[src/rtl/spi_bus_arbiter.sv]
// Round-robin arbiter sharing one SPI byte engine between N_REQ requesters,
// with per-slave active-low chip selects, an inter-transaction gap and a
// per-byte watchdog.
module spi_bus_arbiter #(
    parameter int unsigned N_REQ      = 2,
    parameter int unsigned GAP_CYCLES = 3,
    parameter int unsigned TIMEOUT    = 4095
) (
    input  logic                 clk,
    input  logic                 rst,
    input  logic [N_REQ-1:0]     req,
    input  logic [N_REQ-1:0]     req_byte_valid,
    input  logic [8*N_REQ-1:0]   req_data,
    output logic [N_REQ-1:0]     gnt,
    output logic [N_REQ-1:0]     byte_done,
    output logic [7:0]           rx_data,
    output logic [N_REQ-1:0]     timeout_err,
    output logic [N_REQ-1:0]     cs_n,
    output logic [7:0]           send_data,
    output logic                 begin_transmission,
    input  logic                 end_transmission,
    input  logic [7:0]           received_data,
    output logic                 busy
);

    localparam int unsigned SW = $clog2(N_REQ);
    localparam int unsigned GW = (GAP_CYCLES > 1) ? $clog2(GAP_CYCLES) : 1;
    localparam int unsigned WW = 12;

    typedef enum logic [2:0] {
        ST_IDLE,
        ST_SETUP,
        ST_ACTIVE,
        ST_XFER,
        ST_GAP
    } state_t;

    state_t           state_q, state_d;
    logic [SW-1:0]    sel_q, sel_d;
    logic [SW-1:0]    ptr_q, ptr_d;
    logic [GW-1:0]    gap_q, gap_d;
    logic [WW-1:0]    wd_q, wd_d;
    logic [N_REQ-1:0] gnt_q, gnt_d;
    logic [N_REQ-1:0] cs_n_q, cs_n_d;
    logic [N_REQ-1:0] byte_done_q, byte_done_d;
    logic [N_REQ-1:0] timeout_q, timeout_d;
    logic [7:0]       rx_q, rx_d;
    logic [7:0]       send_q, send_d;
    logic             begin_q, begin_d;
    logic             busy_q, busy_d;

    logic             rr_hit;
    logic [SW-1:0]    rr_sel;

    // Round-robin pick: first active request at or after ptr, wrapping.
    always_comb begin
        rr_hit = 1'b0;
        rr_sel = ptr_q;
        for (int k = int'(N_REQ) - 1; k >= 0; k--) begin
            if (req[SW'((int'(ptr_q) + k) % int'(N_REQ))]) begin
                rr_hit = 1'b1;
                rr_sel = SW'((int'(ptr_q) + k) % int'(N_REQ));
            end
        end
    end

    // Next-state and next-output logic.
    always_comb begin
        state_d     = state_q;
        sel_d       = sel_q;
        ptr_d       = ptr_q;
        gap_d       = gap_q;
        wd_d        = wd_q;
        gnt_d       = gnt_q;
        cs_n_d      = cs_n_q;
        rx_d        = rx_q;
        send_d      = send_q;
        begin_d     = begin_q;
        byte_done_d = '0;
        timeout_d   = '0;

        case (state_q)
            ST_IDLE: begin
                if (rr_hit) begin
                    sel_d   = rr_sel;
                    gnt_d   = N_REQ'(1) << rr_sel;
                    cs_n_d  = ~(N_REQ'(1) << rr_sel);
                    ptr_d   = (rr_sel == SW'(N_REQ - 1)) ? '0 : rr_sel + SW'(1);
                    state_d = ST_SETUP;
                end
            end
            ST_SETUP: begin
                state_d = ST_ACTIVE;
            end
            ST_ACTIVE: begin
                if (!req[sel_q]) begin
                    gnt_d   = '0;
                    cs_n_d  = '1;
                    gap_d   = '0;
                    state_d = ST_GAP;
                end else if (req_byte_valid[sel_q]) begin
                    send_d  = req_data[{sel_q, 3'b000} +: 8];
                    begin_d = 1'b1;
                    wd_d    = WW'(1);
                    state_d = ST_XFER;
                end
            end
            ST_XFER: begin
                if (end_transmission) begin
                    begin_d     = 1'b0;
                    rx_d        = received_data;
                    byte_done_d = N_REQ'(1) << sel_q;
                    state_d     = ST_ACTIVE;
                end else if (wd_q == WW'(TIMEOUT)) begin
                    begin_d   = 1'b0;
                    timeout_d = N_REQ'(1) << sel_q;
                    gnt_d     = '0;
                    cs_n_d    = '1;
                    gap_d     = '0;
                    state_d   = ST_GAP;
                end else begin
                    wd_d = wd_q + WW'(1);
                end
            end
            ST_GAP: begin
                if (gap_q == GW'(GAP_CYCLES - 1)) begin
                    state_d = ST_IDLE;
                end else begin
                    gap_d = gap_q + GW'(1);
                end
            end
            default: begin
                gnt_d   = '0;
                cs_n_d  = '1;
                begin_d = 1'b0;
                state_d = ST_IDLE;
            end
        endcase

        busy_d = (state_d != ST_IDLE);
    end

    // State and registered outputs; reset forces chip selects high at once.
    always_ff @(posedge clk or negedge rst) begin
        if (!rst) begin
            state_q     <= ST_IDLE;
            sel_q       <= '0;
            ptr_q       <= '0;
            gap_q       <= '0;
            wd_q        <= '0;
            gnt_q       <= '0;
            cs_n_q      <= '1;
            byte_done_q <= '0;
            timeout_q   <= '0;
            rx_q        <= '0;
            send_q      <= '0;
            begin_q     <= 1'b0;
            busy_q      <= 1'b0;
        end else begin
            state_q     <= state_d;
            sel_q       <= sel_d;
            ptr_q       <= ptr_d;
            gap_q       <= gap_d;
            wd_q        <= wd_d;
            gnt_q       <= gnt_d;
            cs_n_q      <= cs_n_d;
            byte_done_q <= byte_done_d;
            timeout_q   <= timeout_d;
            rx_q        <= rx_d;
            send_q      <= send_d;
            begin_q     <= begin_d;
            busy_q      <= busy_d;
        end
    end

    assign gnt                = gnt_q;
    assign cs_n               = cs_n_q;
    assign byte_done          = byte_done_q;
    assign timeout_err        = timeout_q;
    assign rx_data            = rx_q;
    assign send_data          = send_q;
    assign begin_transmission = begin_q;
    assign busy               = busy_q;

endmodule

[config.mk]
export PLATFORM = sky130hd
export DESIGN_NAME = spi_bus_arbiter
export DESIGN_NICKNAME = d
export VERILOG_FILES = /design/src/rtl/spi_bus_arbiter.sv
export SDC_FILE = /design/constraint.sdc
export NUM_CORES = 1
export LEC_CHECK = 0
export ABC_AREA = 1
export BUFFER_PORTS_ARGS = -buffer_cell sky130_fd_sc_hd__buf_4
export CAP_MARGIN = 10
export CORE_UTILIZATION = 55
export CTS_BUF_LIST = sky130_fd_sc_hd__clkbuf_4 sky130_fd_sc_hd__clkbuf_8 sky130_fd_sc_hd__clkbuf_16
export CTS_CLUSTER_SIZE = 28
export DETAILED_ROUTE_END_ITERATION = 8
export MAX_ROUTING_LAYER = met4
export PLACE_DENSITY = 0.92
export SLEW_MARGIN = 20
export SYNTH_ARGS = -nofsm -noshare
export SYNTH_HDL_FRONTEND = slang
export SYNTH_SLANG_ARGS = --single-unit
[constraint.sdc]
create_clock -name clk -period 2.45 [get_ports clk]
set_clock_uncertainty 0.05 [all_clocks]
set_input_delay 0.49 -clock clk [delete_from_list [all_inputs] [get_ports clk]]
set_output_delay 0.49 -clock clk [all_outputs]
set_load 0.02 [all_outputs]
==> results.cfg, run 1 <==
[power]
ir_worst_vdd_mv = 0.752
p_per_area_nw_per_um2 = 1060
p_leak_uw = 0.00145

[min_path]
hold_class = input port to async pin

[floorplanning]
die_y_um = 65.6
die_x_um = 65.6
dieArea_um2 = 4300
start_util = 0.590
rows = 22
io_pins = 57
coreArea_um2 = 3770

[logic_synthesis]
ys.flop_type = dfrtp_1
synth_warnings = 0
syn_area_um2 = 2220
synth_cells = 264
async_flop_share = 1.00
avgSynthCellArea_um2 = 8.43
synth_fp_nets = 297
yosysSeqAreaShare = 0.507
synth.ff_latch_count = 45
synth_edf_count = 0
yosysUniqueCellTypes = 28

[global_route]
grtUsageTotal = 0.274
antenna_found_initial = 0
grt_overflow = 0
grt_max_degree = 46
grt_pass1_wl_mm = 8.54
grt_pass1_vias = 1925

[sta]
setup_tns_ns = 0
fin_crit_ns = 1.88
setup_slack_ns = 0.572
post-route-period-util = 0.767
max-slew-margin-rel = 0.632
setup_viol = 0
max_slew.worst_pin.slew_ns = 0.551
max_clock_freq_ghz = 0.533
rsz0062_at_grt = false
drv_slew = 0
hold_viol = 0
whs_ns = 0.120

[final_layout]
layout_common_cells = 75 x nand2_1, 57 x buf_4, 43 x dfrtp_1, 37 x nor2_1, 23 x inv_1
final_common_cell = nand2_1
syn2layout_area_growth_pct = 26.0
drive_gt1_frac = 0.278
regArea_um2 = 1130
post-route-cell-area_um2 = 2800
n_antenna_cell = 0
final_util = 0.744
multi_input_area_um2 = 977
fillers = 262
final_nets = 356

[routing]
ant_nets = 0
post_drt_wl_per_cell_um = 13.5
via_per_inst = 5.36
drt_wl_total_mm = 5.04
drt_iter0_drc = 177
drc = 0
first_pass_iters = 4
via_count = 1995

[clock_network]
cts_resized = 0
cts_buffers = 5
postCtsHoldBufs = 0
cts_tree = built
cts.sinks = 45
clkTransAtPathRegs_ns = 0.08
cts_setup_buffers = 0
clockBufferDepth = 2
cts_root_buffer = clkbuf_8
htree_levels = 2
clock_latency_ns = 0.30

[critical_path]
r2r_slack_ns = 0.57
critical_path_arrival_ns = 2.01
ff2ff_path_depth = 7
worst_setup_path_start_kind = flop
r2r-start = sel_q$_DFFE_PN0P_
cp.required_ns = 2.59
end_kind = flop
critical_path_class = flop to flop
rr_endpoint = wd_q[7]$_DFFE_PN0P_
crit_path_max_fanout = 19

[place]
hpwl_mm = 3.78
portBuffers = 56
place.gp.congestion = 0.871
dpl_cell_area_um2 = 2680
pre_cts_slack_ns = 0.605

[outcome]
outcome = completed

[run]
cap_violations = 0
==> logic make-up after synthesis <==
kind of cell             synth area share
multiplexers                       0.0405
adder cells (fa/ha/maj)            0.0112
XOR/XNOR                           0.0197
AND/OR/NAND/NOR                     0.295
AO/OA/AOI/OAI                      0.0731
flip-flops                          0.507
buffers and inverters              0.0534
==> area by class of cell <==
cell class	count	share of cell area
sequential	45	0.402
multi-input combinational	190	0.349
timing repair buffer	57	0.153
clock buffer	7	0.0321
inverter	24	0.0321
tap	48	0.0214
clock inverter	1	0.0107
==> worst max-delay path by stage <==
stage	from	endpoint	slack, ns
finish	sel_q$_DFFE_PN0P_	wd_q[7]$_DFFE_PN0P_	0.57
floorplan	wd_q[0]$_DFFE_PN0P_	busy$_DFF_PN0_	0.97
detailed placement	sel_q$_DFFE_PN0P_	wd_q[7]$_DFFE_PN0P_	0.61
global route	sel_q$_DFFE_PN0P_	wd_q[7]$_DFFE_PN0P_	0.36
CTS	sel_q$_DFFE_PN0P_	wd_q[7]$_DFFE_PN0P_	0.57
global placement	sel_q$_DFFE_PN0P_	busy$_DFF_PN0_	0.71
==> registers in the layout (all words and copies together) (netlist names), 2 cells and up <==
signal / cells
wd_q: 12
rx_data: 8
send_data: 8
state_q: 3
byte_done: 2
cs_n: 2
gap_q: 2
gnt: 2
timeout_err: 2
==> layer usage <==
metal	GRT usage	up-vias	part of all wire
li1	-	966	-
met3	0.0660	15	0.044
met1	0.312	955	0.40
met5	-	-	0
met4	0.136	0	0.025
met2	0.451	59	0.53
==> stage by stage <==
step	instances	total power (uW)
finish	372	2970
global route	372	3160
CTS	372	2980
detailed placement	364	2400
global placement	364	2320
floorplan	264	1920
==> Yosys cell counts (all sizes together) (3+ instances only) <==
master	count	area [um^2]
o31ai	8	65.1
inv	24	90.1
xor2	5	43.8
buf	3	21.3
nand4	6	37.5
o21ai	13	72.6
dfrtp	43	1080
nand2	80	318
nand3	22	133
mux2	8	90.1
nor2	40	158
==> where the power goes <==
group / total (uW) / switching, uW / internal [uW]
registers: 1160 / 176 / 982
logic: 1230 / 738 / 489
clock network: 586 / 243 / 343
total: 2970 / 1160 / 1810
==> critical path, stage by stage, from the launching register on <==
cell and delay (ns):
dfrtp_1 0.68, inv_2 0.21, nand2_1 0.12, nand2_2 0.07, nand3_4 0.21, nand2_2 0.12, nand2_4 0.18, o21ai_0 0.12
Note: power is estimated with default switching activity, not from simulation.
==> run 2, diff against run 1 <==
--- a/config.mk
+++ b/config.mk
@@ -5,15 +5,15 @@
 export SDC_FILE = /design/constraint.sdc
 export NUM_CORES = 1
 export LEC_CHECK = 0
-export ABC_AREA = 1
+export ABC_AREA = 0
 export BUFFER_PORTS_ARGS = -buffer_cell sky130_fd_sc_hd__buf_4
 export CAP_MARGIN = 10
-export CORE_UTILIZATION = 55
+export CORE_UTILIZATION = 51
 export CTS_BUF_LIST = sky130_fd_sc_hd__clkbuf_4 sky130_fd_sc_hd__clkbuf_8 sky130_fd_sc_hd__clkbuf_16
 export CTS_CLUSTER_SIZE = 28
 export DETAILED_ROUTE_END_ITERATION = 8
 export MAX_ROUTING_LAYER = met4
-export PLACE_DENSITY = 0.92
+export PLACE_DENSITY = 0.88
 export SLEW_MARGIN = 20
 export SYNTH_ARGS = -nofsm -noshare
 export SYNTH_HDL_FRONTEND = slang
==> constraint.sdc (replaced) <==
create_clock -name clk -period 2 [get_ports clk]
set_clock_uncertainty 0.05 [all_clocks]
set_input_delay 0.4 -clock clk [delete_from_list [all_inputs] [get_ports clk]]
set_output_delay 0.4 -clock clk [all_outputs]
set_load 0.02 [all_outputs]
==> results.cfg, run 2 <==
[critical_path]
ff2ff_path_depth = 5
crit_buf_inv = 1
slowest_stage = or4_1
r2r_slack_ns = 0.06
r2r-start = wd_q[1]$_DFFE_PN0P_
critical_path_class = flop to flop
critPathTopFamily = simple AND/OR/NAND/NOR gates
critical_path_arrival_ns = 2.05
rr_endpoint = busy$_DFF_PN0_
cp.required_ns = 2.11
crit_path_max_fanout = 4
end_kind = flop
worst_setup_path_start_kind = flop
worstPathCellList = ha_4 > nand4_1 > buf_4 > o31a_1 > or4_1
critical_path.max_stage_delay_ns = 0.51

[power]
power_frac_seq = 0.398
p_switching_uw = 1230
pwr-share-comb = 0.400
ir_worst_vdd_mv = 0.858
pwr-share-clk = 0.202
switching_share = 0.352
p_leak_uw = 0.00135
internal_power_uw = 2270
p_per_area_nw_per_um2 = 1290

[final_layout]
final_common_cell = buf_4
layout_common_cells = 68 x buf_4, 43 x dfrtp_1, 23 x nand2_1, 13 x o21ai_0, 12 x mux2_2
regMostFlops = wd_q
drive_gt1_frac = 0.369
fillers = 275
post-route-cell-area_um2 = 2730
syn2layout_area_growth_pct = 33.4
final_nets = 287
final_util = 0.728
largest_reg_flops = 12
n_antenna_cell = 0

[place]
place.gp.congestion = 0.845
hpwl_mm = 3.16
dpl_cell_area_um2 = 2580
portBuffers = 56

[clock_network]
clockBufferDepth = 2
cts_buffers = 5
cts_setup_buffers = 0
cts_resized = 0
htree_levels = 2
cts.sinks = 45
cts_tree = built
cts_root_buffer = clkbuf_8
clock_latency_ns = 0.29
postCtsHoldBufs = 0
clkTransAtPathRegs_ns = 0.08

[floorplanning]
dieArea_um2 = 4260
start_util = 0.546
die_y_um = 65.3
die_x_um = 65.3
io_pins = 57
rows = 22
coreArea_um2 = 3740

[sta]
setup_tns_ns = 0
max-slew-margin-rel = 0.622
fin_crit_ns = 1.94
post-route-period-util = 0.969
max_clock_freq_ghz = 0.516
max_slew.worst_pin.slew_ns = 0.566
hold_viol = 0
drv_slew = 0
whs_ns = 0.0556
setup_viol = 0

[logic_synthesis]
yosysSeqAreaShare = 0.552
synth_cells = 186
synth.largest_area_cell = dfrtp_1
synth_common_cells = 43 x dfrtp_1, 23 x nand2_1, 13 x o21ai_0
synth_top_area_frac = 0.527
avgSynthCellArea_um2 = 11.0
synth_fp_nets = 219
async_flop_share = 1.00
syn_area_um2 = 2040
synth.area.top_cells = dfrtp_1 53%, mux2_2 6.6%, mux2i_1 4.9%
yosysMostFrequentCell = dfrtp_1
synth_warnings = 0
synth_edf_count = 0
synth.ff_latch_count = 45
yosysUniqueCellTypes = 41
ys.flop_type = dfrtp_1

[global_route]
antenna_found_initial = 0
grt_overflow = 0
grtUsageTotal = 0.231
grt_pass1_vias = 1591
grt_max_degree = 46
grt_pass1_wl_mm = 7.22

[routing]
met1_length_mm = 2.05
first_pass_iters = 4
wl_met3_um = 329
maxUsedRoutingLayer = met4
via_count = 1678
ant_nets = 0
post_drt_wl_per_cell_um = 15.2
via_per_inst = 5.54
wl_met2_mm = 2.16
drc = 0
drt_wl_total_mm = 4.62
drt_iter0_drc = 97

[run]
cap_violations = 0

[outcome]
outcome = completed

[min_path]
hold_class = input port to async pin
==> run 2: changes by cell type in the layout (fill, tap and decap cells not counted), moves of 4 or more <==
cell | before | now
a21oi_1 | 2 | 9
nor2_1 | 37 | 11
mux2i_1 | 0 | 10
mux2_2 | 8 | 12
o21ai_0 | 7 | 13
or4_1 | 0 | 4
nand3_1 | 19 | 6
xor2_1 | 5 | 1
inv_1 | 23 | 4
buf_4 | 57 | 68
nand2_2 | 4 | 0
nand2_1 | 75 | 23
nand2b_1 | 0 | 4
o31ai_1 | 7 | 3
==> run 2: power groups by stage <==
stage,combinational [uW],sequential (uW),clock [uW]
after global placement,1330,1380,0
after detailed placement,1380,1400,0
after global routing,1510,1430,754
final,1400,1400,709
after CTS,1390,1390,721
after floorplan,583,1620,0
==> run 2: worst reg2reg max path: cells and delay by family, from the launching register on <==
| kind | cells | cell delay [ns] |
|---|---|---|
| AND/OR/NAND/NOR | 2 | 0.66 |
| flip-flops | 1 | 0.43 |
| AO/OA/AOI/OAI | 1 | 0.30 |
| buffers and inverters | 1 | 0.19 |
| adder cells (fa/ha/maj) | 1 | 0.18 |
==> run 2: area by class of cell <==
| type | instances | area (um^2) | share of cell area |
|---|---|---|---|
| Sequential cell | 45 | 1130 | 0.414 |
| Timing Repair Buffer | 68 | 510 | 0.187 |
| Multi-Input combinational cell | 130 | 891 | 0.327 |
| Tap cell | 48 | 60.1 | 0.0220 |
| Inverter | 4 | 15.0 | 0.00551 |
| Clock inverter | 1 | 30.0 | 0.0110 |
| Clock buffer | 7 | 90.1 | 0.0331 |
==> run 2: per-stage QoR <==
stage | cells | power, uW | setup slack [ns]
2_1_floorplan | 186 | 2200 | 0.116
5_1_grt | 303 | 3700 | -0.0125
3_5_place_dp | 295 | 2780 | 0.0600
6_report | 303 | 3510 | 0.0628
4_1_cts | 303 | 3500 | 0.0366
3_3_place_gp | 295 | 2710 | 0.150
==> run 2: logic make-up after synthesis <==
group,synth area share
AO/OA/AOI/OAI,0.105
XOR/XNOR,0.00857
adder cells (fa/ha/maj),0.0171
buffers and inverters,0.0245
flip-flops,0.552
multiplexers,0.115
AND/OR/NAND/NOR,0.178
==> run 2: worst max-delay path by stage <==
stage	slack, ns	from	end	depth (start not counted)
floorplan	0.12	wd_q[0]$_DFFE_PN0P_	busy$_DFF_PN0_	5
global placement	0.15	wd_q[1]$_DFFE_PN0P_	busy$_DFF_PN0_	5
detailed placement	0.06	wd_q[1]$_DFFE_PN0P_	busy$_DFF_PN0_	6
CTS	0.04	wd_q[1]$_DFFE_PN0P_	busy$_DFF_PN0_	6
global route	-0.01	wd_q[1]$_DFFE_PN0P_	busy$_DFF_PN0_	5
finish	0.06	wd_q[1]$_DFFE_PN0P_	busy$_DFF_PN0_	5
==> run 2: metal layers <==
metal	vias up	GRT usage
met4	0	0.0734
li1	803	-
met5	-	-
met1	795	0.307
met3	6	0.0590
met2	74	0.348
